`config.mk`:
```
export PLATFORM = sky130hd
export DESIGN_NAME = intel_hex_dump
export DESIGN_NICKNAME = d
export VERILOG_FILES = /design/src/rtl/intel_hex_dump.sv
export SDC_FILE = /design/constraint.sdc
export NUM_CORES = 1
export LEC_CHECK = 0
export BUFFER_PORTS_ARGS = -buffer_cell sky130_fd_sc_hd__buf_2
export CAP_MARGIN = 20
export CORE_UTILIZATION = 25
export DETAILED_ROUTE_END_ITERATION = 8
export HOLD_SLACK_MARGIN = 0.1
export PLACE_DENSITY_LB_ADDON = 0.1
export SLEW_MARGIN = 0
export SYNTH_ARGS = -nofsm -noshare
export SYNTH_HDL_FRONTEND = slang
export SYNTH_SLANG_ARGS = --single-unit
```
`constraint.sdc`:
```
create_clock -name clk -period 6.39 [get_ports clk]
set_clock_uncertainty 0.2 [all_clocks]
set_input_delay 0.639 -clock clk [delete_from_list [all_inputs] [get_ports clk]]
set_output_delay 0.639 -clock clk [all_outputs]
set_load 0.005 [all_outputs]
```
`src/rtl/intel_hex_dump.sv`:
```
// intel_hex_dump: reads a memory range over a 1-cycle-latency read port and streams it
// as Intel HEX text (type-00 data records, then a type-01 EOF record), one char per transfer.
module intel_hex_dump #(
   parameter int BYTES_PER_RECORD = 16
) (
   input  logic        clk,
   input  logic        rst,
   input  logic        i_start,
   input  logic [15:0] i_start_addr,
   input  logic [15:0] i_length,
   output logic        o_read_en,
   output logic [15:0] o_read_addr,
   input  logic [7:0]  i_read_data,
   output logic [7:0]  o_data,
   output logic        o_data_valid,
   input  logic        i_data_ready,
   output logic        o_busy,
   output logic        o_done
);

   typedef enum logic [3:0] {
      S_IDLE, S_REC_HDR, S_FETCH, S_WAIT_RD, S_DATA_HI, S_DATA_LO,
      S_CHK_HI, S_CHK_LO, S_CR, S_LF, S_EOF, S_DONE
   } state_t;

   state_t      state, state_nx;
   logic [15:0] addr;
   logic [15:0] remaining;
   logic [7:0]  bytes_left;
   logic [7:0]  data_byte;
   logic [7:0]  chk;
   logic [3:0]  char_idx;
   logic [7:0]  rec_len;
   logic [7:0]  chk_out;
   logic [16:0] lim;
   logic [16:0] to_wrap;
   logic        xfer;

   function automatic logic [7:0] hex_char(input logic [3:0] n);
      return (n < 4'd10) ? (8'h30 + {4'h0, n}) : (8'h37 + {4'h0, n});
   endfunction

   function automatic logic [7:0] eof_char(input logic [3:0] idx);
      case (idx)
         4'd0:          return 8'h3A;
         4'd8:          return 8'h31;
         4'd9, 4'd10:   return 8'h46;
         4'd11:         return 8'h0D;
         4'd12:         return 8'h0A;
         default:       return 8'h30;
      endcase
   endfunction

   // Record length is the smallest of bytes left, record capacity and distance to the 64K wrap;
   // addr and remaining stay constant for the whole header, so this is stable while it is emitted.
   always_comb begin
      to_wrap = 17'h10000 - {1'b0, addr};
      lim     = {1'b0, remaining};
      if (to_wrap < lim) lim = to_wrap;
      if (17'(BYTES_PER_RECORD) < lim) lim = 17'(BYTES_PER_RECORD);
      rec_len = lim[7:0];
   end

   assign chk_out      = 8'h00 - chk;
   assign o_data_valid = state inside {S_REC_HDR, S_DATA_HI, S_DATA_LO, S_CHK_HI,
                                       S_CHK_LO, S_CR, S_LF, S_EOF};
   assign xfer         = o_data_valid & i_data_ready;
   assign o_busy       = (state != S_IDLE) && (state != S_DONE);
   assign o_done       = (state == S_DONE);

   always_comb begin
      // NOTE: every output gets a default first so no path through the case infers a latch.
      state_nx    = state;
      o_data      = 8'h00;
      o_read_en   = 1'b0;
      o_read_addr = 16'h0000;
      case (state)
         S_IDLE: if (i_start) state_nx = (i_length == 16'd0) ? S_EOF : S_REC_HDR;
         S_REC_HDR: begin
            case (char_idx)
               4'd0:    o_data = 8'h3A;
               4'd1:    o_data = hex_char(rec_len[7:4]);
               4'd2:    o_data = hex_char(rec_len[3:0]);
               4'd3:    o_data = hex_char(addr[15:12]);
               4'd4:    o_data = hex_char(addr[11:8]);
               4'd5:    o_data = hex_char(addr[7:4]);
               4'd6:    o_data = hex_char(addr[3:0]);
               default: o_data = 8'h30;
            endcase
            if (xfer && char_idx == 4'd8) state_nx = S_FETCH;
         end
         S_FETCH: begin
            o_read_en   = 1'b1;
            o_read_addr = addr;
            state_nx    = S_WAIT_RD;
         end
         S_WAIT_RD: state_nx = S_DATA_HI;
         S_DATA_HI: begin
            o_data = hex_char(data_byte[7:4]);
            if (xfer) state_nx = S_DATA_LO;
         end
         S_DATA_LO: begin
            o_data = hex_char(data_byte[3:0]);
            if (xfer) state_nx = (bytes_left == 8'd1) ? S_CHK_HI : S_FETCH;
         end
         S_CHK_HI: begin
            o_data = hex_char(chk_out[7:4]);
            if (xfer) state_nx = S_CHK_LO;
         end
         S_CHK_LO: begin
            o_data = hex_char(chk_out[3:0]);
            if (xfer) state_nx = S_CR;
         end
         S_CR: begin
            o_data = 8'h0D;
            if (xfer) state_nx = S_LF;
         end
         S_LF: begin
            o_data = 8'h0A;
            if (xfer) state_nx = (remaining != 16'd0) ? S_REC_HDR : S_EOF;
         end
         S_EOF: begin
            o_data = eof_char(char_idx);
            if (xfer && char_idx == 4'd12) state_nx = S_DONE;
         end
         S_DONE:  state_nx = S_IDLE;
         default: state_nx = S_IDLE;
      endcase
   end

   always_ff @(posedge clk or posedge rst) begin
      if (rst) begin
         state      <= S_IDLE;
         addr       <= 16'h0000;
         remaining  <= 16'h0000;
         bytes_left <= 8'h00;
         data_byte  <= 8'h00;
         chk        <= 8'h00;
         char_idx   <= 4'h0;
      end else begin
         // NOTE: non-blocking so every register sees pre-edge values of the others.
         state <= state_nx;
         case (state)
            S_IDLE: if (i_start) begin
               addr      <= i_start_addr;
               remaining <= i_length;
               char_idx  <= 4'h0;
            end
            S_REC_HDR: if (xfer) begin
               if (char_idx == 4'd8) begin
                  char_idx   <= 4'h0;
                  bytes_left <= rec_len;
                  chk        <= rec_len + addr[15:8] + addr[7:0];
               end else begin
                  char_idx <= char_idx + 4'd1;
               end
            end
            S_WAIT_RD: begin
               data_byte <= i_read_data;
               chk       <= chk + i_read_data;
            end
            S_DATA_LO: if (xfer) begin
               addr       <= addr + 16'd1;
               remaining  <= remaining - 16'd1;
               bytes_left <= bytes_left - 8'd1;
            end
            S_EOF: if (xfer) char_idx <= (char_idx == 4'd12) ? 4'h0 : char_idx + 4'd1;
            default: ;
         endcase
      end
   end

endmodule

```
== Word level (Yosys, flattened, before mapping) ==
Cells that the tools add are included.

* Word-level logic and storage cells: 153
* Flip-flop bits (word level): 64

* Reductions and logical operators: 19
* Add/subtract/negate cells: 29
* Magnitude comparators: 12
* Mux-type cells: 49
* Equality and inequality tests: 36
* Bitwise operators: 1

{| class="wikitable"
|+ Operators with widths
! operator !! count
|-
| 6-bit by 4-bit adder with 7-bit output (first input constant) || 20
|-
| 16-bit 2-to-1 mux || 5
|-
| 7-bit 2-to-1 mux || 10
|-
| 4-bit 2-to-1 mux || 16
|-
| 16-bit case mux with 2 select lines || 2
|-
| 7-bit case mux with 8 select lines || 1
|-
| 7-bit case mux with 7 select lines || 1
|-
| 8-bit 2-to-1 mux || 6
|-
| 4-bit case mux with 11 select lines || 1
|-
| 4-bit < comparator (second input constant) || 10
|-
| 4-bit equality test (second input constant) || 9
|-
| 7-bit case mux with 5 select lines || 1
|-
| 8-bit case mux with 2 select lines || 2
|-
| 4-bit by 3-bit equality test with 1-bit output (second input constant) || 7
|-
| 8-bit adder || 3
|-
| 2-bit inequality test (second input constant) || 9
|-
| 17-bit by 16-bit < comparator with 1-bit output || 1
|-
| 5-bit by 17-bit < comparator with 1-bit output (first input constant) || 1
|-
| 17-bit 2-to-1 mux || 1
|-
| 17-bit by 16-bit subtractor with 17-bit output (first input constant) || 1
|-
| 16-bit by 1-bit adder with 16-bit output (second input constant) || 1
|-
| 4-bit by 2-bit equality test with 1-bit output (second input constant) || 4
|-
| 16-bit logical NOT || 1
|-
| 16-bit nonzero test || 1
|-
| other kinds (22) || 32
|}

== Logic depth before layout (Yosys ltp) ==
* Depth in word-level cells: 10
* Mapped depth: 28

== Worst setup path after synthesis ==
Ideal clock, no wire load.

* Kind: reg2reg
* Start point: register addr[5]
* End point: register chk[7]
* Library setup time: 0.063 ns
* Path slack: 0.762 ns
* Path buffers: 2
* Arrival: 5.365 ns
* Cell stages (with the launch flop): 29
* Cells stage by stage: dfrtp_1 > clkbuf_2 > inv_1 > ha_1 > and4bb_4 > nand3_4 > nor2_1 > xnor2_1 > ha_1 > a21o_1 > a21oi_1 > nand4_1 > o32ai_1 > and2_4 > buf_6 > a21oi_1 > or2_2 > inv_1 > fa_1 > ha_1 > fa_1 > a21oi_1 > nor2_1 > nor2_1 > o21bai_1 > a21oi_1 > xnor2_1 > o22ai_1 > o21ba_2

* Cells in the longest elaborated chain, start to end: 10

{| class="wikitable"
|+ RTL lines
! element !! RTL line !! RTL
|-
| start, declared || 27 || <nowiki>logic [15:0] addr;</nowiki>
|-
| start signal, assigned || 145 || <nowiki>addr <= i_start_addr;</nowiki>
|-
| start signal, assigned || 163 || <nowiki>addr <= addr + 16'd1;</nowiki>
|-
| 17-bit by 16-bit subtractor with 17-bit output || 57 || <nowiki>to_wrap = 17'h10000 - {1'b0, addr};</nowiki>
|-
| 17-bit by 16-bit < comparator with 1-bit output || 59 || <nowiki>if (to_wrap < lim) lim = to_wrap;</nowiki>
|-
| 17-bit 2-to-1 mux || 59 ||
|-
| 5-bit by 17-bit < comparator with 1-bit output || 60 || <nowiki>if (17'(BYTES_PER_RECORD) < lim) lim = 17'(BYTES_PER_RECORD);</nowiki>
|-
| 8-bit 2-to-1 mux || 60 ||
|-
| 8-bit adder || 153 || <nowiki>chk <= rec_len + addr[15:8] + addr[7:0];</nowiki>
|-
| 8-bit adder (*) || 153 ||
|-
| 8-bit 2-to-1 mux (*) || 150 || <nowiki>if (char_idx == 4'd8) begin</nowiki>
|-
| 8-bit 2-to-1 mux (*) || 149 || <nowiki>S_REC_HDR: if (xfer) begin</nowiki>
|-
| 8-bit case mux with 2 select lines (*) || 143 || <nowiki>case (state)</nowiki>
|-
| end signal, assigned || 153 ||
|-
| end signal, assigned || 160 || <nowiki>chk <= chk + i_read_data;</nowiki>
|-
| end, declared || 31 || <nowiki>logic [7:0] chk;</nowiki>
|}

Every way passes the cells marked *; elsewhere a longest branch is shown, timed or not. The select of a mux whose other input is x is not followed.
A chain may end at the register's enable or synchronous reset.

== Worst setup path in the final report ==
* Start point: register addr[2]
* End point: register chk[7]

Same word-level chain as after synthesis.

==> load_flow_metrics.sql <==
INSERT INTO impl_metrics (metric_group, metric, value, unit) VALUES
('detailed_routing', 'routed_wl', '27.1', 'mm'),
('worst_setup_path', 'critPathLaunchType', 'register', ''),
('pwr', 'internal_power_component', '2.13', 'mW'),
('synthesis', 'synth.distinct_cells', '84', ''),
('pwr', 'p_seq_share', '19.1', '%'),
('cells_and_area', 'antenna_cells', '0', ''),
('worst_setup_path', 'rr_worst_depth', '24', ''),
('placed_design', 'place_hpwl', '20.1', 'mm'),
('placed_design', 'routabilityCongestion', '0.810', ''),
('timing', 'max_slew.worst_pin.slew', '1.00', 'ns'),
('floorplanning', 'fp-row-count', '61', ''),
('timing', 'timing.final.max_slew_violations', '0', ''),
('worst_setup_path', 'critPathRequiredTime', '6.47', 'ns'),
('timing', 'max_freq', '0.168', 'GHz'),
('cells_and_area', 'drive_gt1_share', '14.8', '%'),
('global_route', 'grt_antenna_before_repair', '0', ''),
('synthesis', 'synthCells', '950', ''),
('clock_network', 'tritoncts', 'yes', ''),
('pwr', 'power.combinational.fraction', '68.2', '%'),
('synthesis', 'synth_edf_count', '0', ''),
('worst_setup_path', 'worst_path_max_delay_cell', 'dfrtp_1', ''),
('worst_setup_path', 'crit_chain', 'nor4_1 > and2_2 > nand3_1 > xnor2_1 > ha_1 > a21oi_1 > nand4_1 > o32ai_2 > buf_4 > and2_4 > a31oi_4 > or2_2 > inv_1 > fa_1 > ha_1 > fa_1 > a21oi_1 > nor2_1 > nor2_1 > o21bai_1 > a21oi_1 > xnor2_1 > o22ai_1 > o21ba_2', ''),
('cells_and_area', 'mostFrequentLayoutCell', 'o21ai_0', ''),
('detailed_routing', 'drtAntennaViolNets', '0', ''),
('worst_setup_path', 'critical_path.most_common_cell', 'a21oi_1', ''),
('pwr', 'power_switching_share', '53.5', '%'),
('detailed_routing', 'detail_route.vias_per_cell', '5.20', ''),
('synthesis', 'ys_async_sr_fraction', '100', '%'),
('timing', 'worst_slew_margin_rel', '33.0', '%'),
('clock_network', 'htree_levels', '3', ''),
('pwr', 'ir_drop_worst_vdd', '0.163', 'mV'),
('job', 'cap_viol_max_count', '0', ''),
('synthesis', 'synthesis.yosys.warnings', '0', ''),
('detailed_routing', 'route.detailed.wl_per_inst', '19.6', 'um'),
('worst_setup_path', 'critPathCaptureType', 'register', ''),
('global_route', 'grt_remaining_overflow', '0', ''),
('detailed_routing', 'post-route-drc-count', '0', ''),
('timing', 'setup-tns-final', '0', 'ns'),
('detailed_routing', 'routed-via-count', '7173', ''),
('worst_setup_path', 'worst_path_largest_cell_delay', '0.51', 'ns'),
('timing', 'setup_viol', '0', ''),
('global_route', 'grtUsageTotal', '19.0', '%'),
('clock_network', 'clockRootBuffer', 'clkbuf_16', ''),
('status', 'run_status', 'complete, no violations', ''),
('global_route', 'grt_pass1_wl', '41.6', 'mm'),
('timing', 'unrepaired_setup_endpoints_after_global_routing', 'false', ''),
('placed_design', 'dpl_cell_area', '7840', 'um2'),
('global_route', 'grt_start_max_net_pins', '65', ''),
('pwr', 'static_leak', '3.35', 'nW'),
('timing', 'finalHoldViolations', '0', ''),
('pwr', 'power_switching', '2.45', 'mW'),
('clock_network', 'tritoncts.num_buffers', '9', ''),
('detailed_routing', 'initialDrtViolationCount', '448', ''),
('cells_and_area', 'flow.area_growth_from_synthesis', '15.2', '%'),
('cells_and_area', 'fillCellCount', '3087', ''),
('floorplanning', 'die_w', '171', 'um'),
('pwr', 'clockPowerShare', '12.7', '%'),
('clock_network', 'cts_sinks', '64', ''),
('min_path', 'holdPathStages', '1', ''),
('pwr', 'power.density_cell_area', '559', 'nW/um2'),
('clock_network', 'clk_pin_slew', '0.07', 'ns'),
('timing', 'min_period', '5.95', 'ns'),
('synthesis', 'yosys_register_bits', '64', ''),
('floorplanning', 'die-height', '171', 'um'),
('synthesis', 'prevailing_post_synth_register_cell', 'dfrtp_1', ''),
('worst_setup_path', 'path_class', 'reg2reg', ''),
('cells_and_area', 'fin_area', '8190', 'um2'),
('min_path', 'hp_class', 'reg2reg', ''),
('cells_and_area', 'regArea', '1600', 'um2'),
('placed_design', 'placement.io_buffers', '70', ''),
('floorplanning', 'count_of_boundary_i_o_pins', '72', '');
worst max-delay path, delay by kind of cell, from the launching register on:
kind / cells / cell delay, ns
AO/OA/AOI/OAI: 8 / 1.30
AND/OR/NAND/NOR: 8 / 1.71
adder cells (fa/ha/maj): 4 / 1.37
buffers and inverters: 2 / 0.29
XOR/XNOR: 2 / 0.48
flip-flops: 1 / 0.51
final timing paths:
kind                          startpoint             to  slack [ns]
setup / recovery                 addr[2]         chk[7]        0.44
hold / removal             bytes_left[7]  bytes_left[7]        0.29
setup reg to reg                 addr[2]         chk[7]        0.44
hold reg to reg            bytes_left[7]  bytes_left[7]        0.29
max in group asynchronous            rst    char_idx[0]        4.95
min in group asynchronous            rst  bytes_left[6]        0.42
logic make-up (layout without fill, tap and decap cells):
| kind of cell | count (synthesis) | count (layout) | synth area share [%] |
|---|---|---|---|
| mux | 9 | 9 | 1.37 |
| other cells | 2 | 3 | 0.106 |
| xor+xnor | 48 | 48 | 5.92 |
| simple gates | 331 | 331 | 23.4 |
| buf+inv | 125 | 176 | 7.85 |
| flops | 64 | 64 | 22.5 |
| compound gates | 311 | 311 | 27.3 |
| fa+ha+maj | 60 | 60 | 11.5 |
flip-flops by register name (all words and copies together) (netlist names):
signal / flops
char_idx: 4
chk: 8
remaining: 16
bytes_left: 8
data_byte: 8
state: 4
addr: 16
metrics by stage:
step           hold slack, ns  std cells  total power, mW  util (%)  setup WS [ns]
5_1_grt                 0.333       1380             5.01      29.4         0.0471
3_3_place_gp            0.279       1364             4.00      28.2          0.460
6_report                0.288       1380             4.57      29.4          0.436
3_5_place_dp            0.282       1364             3.97      28.2          0.383
4_1_cts                 0.292       1380             4.58      29.3         0.0578
2_1_floorplan           0.254        951             3.04         -          0.762
power groups by stage:
stage	sequential (mW)	combinational, mW	clock [mW]
after floorplan	0.750	2.29	0
after global placement	0.875	3.13	0
after detailed placement	0.880	3.09	0
after CTS	0.871	3.12	0.597
after global routing	0.916	3.48	0.610
final	0.873	3.12	0.581
synth_stat cells, types with 4 or more instances:
cell / n / area, um2
a211oi_1: 5 / 37.5
a21o_1: 10 / 75.1
a21oi_1: 88 / 440
a221oi_1: 4 / 35.0
a22oi_1: 15 / 113
a31oi_1: 13 / 81.3
a41oi_1: 5 / 43.8
and2_1: 5 / 31.3
buf_6: 6 / 67.6
clkbuf_1: 47 / 176
dfrtp_1: 64 / 1600
fa_1: 9 / 180
ha_1: 51 / 638
inv_1: 59 / 221
mux2_2: 6 / 67.6
nand2_1: 84 / 315
nand2b_1: 10 / 62.6
nand3_1: 44 / 220
nand4_1: 13 / 81.3
nor2_1: 71 / 267
nor2b_1: 8 / 50.1
nor3_1: 39 / 195
nor4_1: 26 / 163
o2111ai_1: 4 / 35.0
o21a_1: 7 / 52.6
o21ai_0: 90 / 450
o21bai_1: 4 / 30.0
o22ai_1: 19 / 119
o31ai_1: 6 / 45.0
or3_1: 5 / 31.3
xnor2_1: 35 / 307
xor2_1: 13 / 114
cell type report:
| cell class | instances | area share [%] |
|---|---|---|
| multi-input cells | 762 | 60.9 |
| clock buffers | 9 | 2.75 |
| inverters | 61 | 2.80 |
| well taps | 378 | 5.78 |
| flip-flops and latches | 64 | 19.6 |
| clock inverters | 7 | 1.24 |
| repair buffers | 99 | 6.94 |
layer usage:
| metal | global-route usage (%) | vias to the layer above | share of wire, % | wire length (um) |
|---|---|---|---|---|
| met3 | 2.04 | 15 | 3.8 | 1040 |
| met4 | 3.72 | 0 | 0.90 | 244 |
| met1 | 28.0 | 3445 | 51 | 13900 |
| met5 | 0 | - | 0 | 0 |
| met2 | 29.6 | 159 | 44 | 11900 |
| li1 | - | 3554 | - | - |
repair_timing:
| item | in CTS | in global routing |
|---|---|---|
| resized for setup | 0 | 4 |
| setup buffers | 0 | 0 |
| setup endpoints to repair | 0 | 2 |
| hold buffers | 0 | 0 |
(Power assumes the default switching activity.)
